File: src/rtl/split_pkg.sv
// Shared types and default sizes for the split stream checker.
// Imported by the interface, the bound table and the checker top.
package split_pkg;

    typedef enum logic [1:0] {
        MODE_TAUT,
        MODE_LE,
        MODE_EQ,
        MODE_NE
    } split_mode_e;

    typedef enum logic {
        ST_ACCUM,
        ST_RESULT
    } split_state_e;

    localparam int NUM_VARS_DEF = 150;
    localparam int MAX_W_DEF    = 16;

endpackage

File: src/rtl/split_bound_table.sv
// Per-variable bound storage: one write port, one combinational read port.
// Every entry comes out of reset as all-ones so an unprogrammed LE check always passes.
module split_bound_table
    import split_pkg::*;
#(
    parameter int NUM_VARS = NUM_VARS_DEF,
    parameter int MAX_W    = MAX_W_DEF,
    parameter int IDX_W    = $clog2(NUM_VARS)
) (
    input  logic             clk,
    input  logic             rst,
    input  logic             we_i,
    input  logic [IDX_W-1:0] widx_i,
    input  logic [MAX_W-1:0] wdata_i,
    input  logic [IDX_W-1:0] ridx_i,
    output logic [MAX_W-1:0] rdata_o
);

    logic [MAX_W-1:0] bound_q [NUM_VARS];
    logic             wr_ok;

    // Compared one bit wider so a power-of-two NUM_VARS still rejects out-of-range writes.
    assign wr_ok = we_i && ({1'b0, widx_i} < (IDX_W+1)'(NUM_VARS));

    always_ff @(posedge clk) begin
        if (rst) begin
            for (int i = 0; i < NUM_VARS; i++) begin
                bound_q[i] <= '1;
            end
        end else if (wr_ok) begin
            bound_q[widx_i] <= wdata_i;
        end
    end

    assign rdata_o = bound_q[ridx_i];

endmodule

File: config.mk
export PLATFORM = sky130hd
export DESIGN_NAME = split_bound_table
export DESIGN_NICKNAME = d
export VERILOG_FILES = /design/src/rtl/split_pkg.sv /design/src/rtl/split_bound_table.sv
export SDC_FILE = /design/constraint.sdc
export NUM_CORES = 2
export LEC_CHECK = 0
export CORE_ASPECT_RATIO = 1.1
export CORE_MARGIN = 10
export CORE_UTILIZATION = 40
export DETAILED_ROUTE_END_ITERATION = 10
export GPL_TIMING_DRIVEN = 0
export SYNTH_ARGS = -nofsm -noshare
export SYNTH_HDL_FRONTEND = slang
export SYNTH_SLANG_ARGS = --single-unit
File: constraint.sdc
create_clock -name clk -period 4.3 [get_ports clk]
set_input_delay 0.645 -clock clk [delete_from_list [all_inputs] [get_ports clk]]
set_output_delay 0.645 -clock clk [all_outputs]
set_load 0.02 [all_outputs]
# == After elaboration in Yosys (flattened, before gate mapping) ==
# Memory sizes are Yosys's and may differ from the RTL's.
# Index checks and enable logic that the tools add are counted.
# totals
register_bits,0
ramBits,2400
inputBits,35
output_inout_bits,16
word_cells,12
n_memories,1
# classes
magnitude_cmp,1
n_mux,8
reduce_logical,2
# memory_table
memory,words,word_bits,read_ports,rd_clocked_by_memory_dff,wr,line,source
bound_q,150,16,1,0,150,split_bound_table.sv:19,logic [MAX_W-1:0] bound_q [NUM_VARS];
# op_table
cell,n
16-bit two-way mux,1
16-bit OR reduction,1
"8-bit less-than comparator, second input constant",1
8-bit two-way mux,1
1-bit two-way mux,6
1-bit logical AND,1

# == Depth between registers and ports, before layout ==
# depth
ltp_word,7
ltp_mapped,13
ltp_nobuf,7

# == Worst setup path before layout ==
# OpenSTA, ideal clock, no wires.
# synth_timing
path_kind,in2out
start,input ridx_i[0]
end,output rdata_o[4]
arrival_time_ns,3.100
required_time_ns,3.655
slack_ns,0.555
stages,12
n_path_buf,6
path_cell_list,buf_4 -> buf_6 -> buf_6 -> buf_6 -> buf_6 -> buf_6 -> mux2i_1 -> o221ai_1 -> nand2_1 -> a222oi_1 -> nand4b_1 -> nor4_1
# synth_between
elab_chain_len,1
# synth_rtl
item,line,source
"start, declared",split_bound_table.sv:15,"input logic [IDX_W-1:0] ridx_i,"
memory 150 x 16 bit,--,
"end, declared",split_bound_table.sv:16,output logic [MAX_W-1:0] rdata_o
# No other way between the ends.

# == Worst setup path in the final report ==
# layout_timing
start,input ridx_i[2]
end,output rdata_o[14]
# Same word-level chain as after synthesis.

==> results.sh <==
export IMPL_status="complete, but fails checks"
export IMPL_failed_checks="capacitance limit, slew limit, setup timing"
export IMPL_hold_start="wdata_i[7]"
export IMPL_synth_distinct_cells=65
export IMPL_synth_compound_area_share_pct=3.36
export IMPL_setup_tns_ns=-31.51
export IMPL_ys_seq_elements=4096
export IMPL_max_slew_margin_pct=-10.6
export IMPL_grt_pass1_vias=108000
export IMPL_synthMuxAreaShare_pct=13.7
export IMPL_min_period_over_period_pct=114
export IMPL_hold_path_class="in -> reg"
export IMPL_firstDrtPassIters=6
export IMPL_core_area_sq_mm=0.438
export IMPL_grt_pass1_wl_microns=1040000
export IMPL_area_delta_synth_final_pct=24.4
export IMPL_wl_microns=817000
export IMPL_yosysMostFrequentCell="edfxtp_1"
export IMPL_holdWs_ns=0.0246
export IMPL_wl_per_cell_microns=42.4
export IMPL_rsz0062_at_grt="true"
export IMPL_fillCellCount=36700
export IMPL_cp_end_kind="output pin"
export IMPL_cts_sinks=4096
export IMPL_cts_path_max_buffers=4
export IMPL_maxCapViolCount=3
export IMPL_num_vias=117000
export IMPL_hold_viol_final=0
export IMPL_cts_root_buf="clkbuf_16"
export IMPL_required_ns=3.65
export IMPL_largest_reg_flops=4096
export IMPL_yosys_area_share_simple_pct=10.4
export IMPL_cp_top_family="buffers and inverters"
export IMPL_setup_slack_ns=-0.603
export IMPL_setup_viol=361
export IMPL_cpPeakStageDelay_ns=0.64
export IMPL_port_buffer_count=42
export IMPL_fp_dieH_microns=715
export IMPL_layout_nets=13000
export IMPL_cts_tree="built"
export IMPL_synthTopCellsByArea="edfxtp_1, mux4_2, or2_2"
export IMPL_rows=255
export IMPL_fmax_mhz=204
export IMPL_synth_top_family_by_area="multiplexers"
export IMPL_place_hpwl_microns=577000
export IMPL_fin_util_pct=49.9
export IMPL_gp_congestion=1.08
export IMPL_synth_area_per_cell_sq_um=17.0
export IMPL_grt_use_total_pct=34.2
export IMPL_path_cells="buf_2 > buf_12 > buf_4 > buf_12 > clkbuf_8 > buf_12 > a21oi_1 > a21oi_4 > o2111a_2 > nand4_1 > nor3_4 > buf_6"
export IMPL_syn_cell_area_sq_mm=0.176
export IMPL_cp_buffers_inverters=7
export IMPL_synth_cells=10300
export IMPL_synthAdderAreaFrac_pct=0
export IMPL_period_minus_slack_ns=4.90
export IMPL_ys_flop_type="edfxtp_1"
export IMPL_initial_core_util_pct=40.1
export IMPL_crit_cells=12
export IMPL_yosys_area_top_type="edfxtp_1"
export IMPL_crit_top_cell="buf_12"
export IMPL_worst_pin_slew_ns=1.66
export IMPL_whs_path_depth=1
export IMPL_crit_slowest_cell="nor3_4"
export IMPL_htreeDepth=5
export IMPL_critPathKind="in -> out"
export IMPL_drt_iter0_drc=21100
export IMPL_synth_xor_area_share_pct=0
export IMPL_crit_path_start_kind="primary input"
export IMPL_top_register="bound_q"
export IMPL_finalPower_mw=95.5
export IMPL_drc=0
export IMPL_avgViaCountPerCell=6.08
export IMPL_startpoint="ridx_i[2]"
export IMPL_hold_end="bound_q[153][7]"
export IMPL_leakagePower_nw=74.6
export IMPL_synth_edff_count=4096
export IMPL_slew_violations=27
export IMPL_synthTopCellsByCount="edfxtp_1, or2_2, mux4_2"
export IMPL_peakVddDrop_mv=0.363
export IMPL_boundaryPins=51
export IMPL_preCtsSetupSlack_ns=-4.89
export IMPL_grt_ovfl_total=0
export IMPL_cts_made_buffers=422
export IMPL_layout_drive_gt1_share_pct=34.3
export IMPL_ys_async_sr_fraction_pct=0
export IMPL_yosysSeqAreaShare_pct=70.0
export IMPL_grt_max_degree=99
export IMPL_reg_top3="bound_q (4096)"
export IMPL_yosysWarnings=0
export IMPL_synth_top_cell_area_share_pct=70.0
export IMPL_drtAntennaViolNets=0
export IMPL_cp_max_fo=10
export IMPL_die_area_sq_mm=0.466
export IMPL_clk_pin_slew_worst_paths_ns=0.06
export IMPL_arrival_ns=4.26
export IMPL_fp_dieW_microns=652
export IMPL_antenna_found_initial=132
export IMPL_power_per_cell_area_mw_per_mm2=437
how the worst max path moves through the flow:
stage,endpoint,slack [ns]
floorplan,rdata_o[4],0.55
global placement,rdata_o[14],-7.72
detailed placement,rdata_o[14],-4.89
CTS,rdata_o[14],-0.33
global route,rdata_o[14],-0.44
finish,rdata_o[14],-0.60
layout by cell type (no fill, tap or decap), types with 28 or more instances in the layout:
| cell | Yosys | final |
|---|---|---|
| edfxtp_1 | 4096 | 4096 |
| conb_1 | 1 | 1696 |
| or2_2 | 1666 | 1665 |
| mux4_2 | 826 | 826 |
| or3_1 | 749 | 739 |
| clkbuf_1 | 700 | 618 |
| mux2i_1 | 492 | 463 |
| clkbuf_16 | 0 | 447 |
| buf_4 | 83 | 343 |
| nand2_1 | 225 | 211 |
| buf_16 | 0 | 166 |
| buf_12 | 0 | 143 |
| diode_2 | 0 | 132 |
| o22ai_1 | 175 | 132 |
| nand2b_1 | 118 | 105 |
| clkinv_1 | 0 | 100 |
| buf_6 | 40 | 93 |
| a21oi_1 | 128 | 88 |
| o221ai_1 | 139 | 86 |
| clkinv_2 | 0 | 68 |
| nor3_1 | 111 | 64 |
| nor2_1 | 84 | 60 |
| buf_8 | 2 | 57 |
| clkbuf_8 | 0 | 56 |
| clkbuf_2 | 0 | 52 |
| mux2_2 | 52 | 52 |
| clkbuf_4 | 0 | 44 |
| bufinv_16 | 0 | 38 |
| o221ai_2 | 0 | 37 |
| a22oi_1 | 42 | 34 |
| o21ai_0 | 86 | 34 |
| o21bai_2 | 0 | 31 |
| a21oi_2 | 0 | 30 |
| a221oi_1 | 61 | 30 |
| nand3_1 | 34 | 28 |
layout make-up:
type | instances | area [sq um] | share of cell area [%]
Multi-Input combinational cell | 6956 | 58200 | 26.7
Tap cell | 5782 | 7230 | 3.31
Clock inverter | 247 | 2550 | 1.17
Inverter | 3 | 26.3 | 0.0120
Sequential cell | 4096 | 123000 | 56.3
Antenna cell | 132 | 330 | 0.151
Buffer | 952 | 8930 | 4.09
Timing Repair Buffer | 577 | 7160 | 3.28
Clock buffer | 523 | 11000 | 5.04
power breakdown:
part / switching (mW) / internal, mW
clock network: 16.7 / 20.5
registers: 0.671 / 46.5
logic: 7.55 / 3.58
total: 24.9 / 70.6
stage by stage:
step	cells	cell area, sq um
global placement	17800	190000
finish	19300	218000
global route	19200	218000
CTS	19000	216000
floorplan	12000	182000
detailed placement	18000	192000
repair_timing:
action,in CTS,in global routing
setup buffers,315,95
gates resized for setup,1704,219
endpoints found under the setup margin,555,543
gates cloned,9,3
pin swaps,123,102
hold buffers,3,0
hold endpoints to repair,39,0
metal layers:
layer,GRT usage (%),vias up,part of all wire [%]
met3,13.8,2635,15
met1,40.6,60500,33
met5,0,-,0.046
li1,-,44500,-
met2,47.3,9557,41
met4,30.9,28,11
cells by family after synthesis:
logic type,count (synthesis)
DFF,4096
AOI/OAI and AO/OA,830
and+or+nand+nor,3059
muxes,1370
buffers and inverters,965
other,1
(Power assumes the default switching activity.)
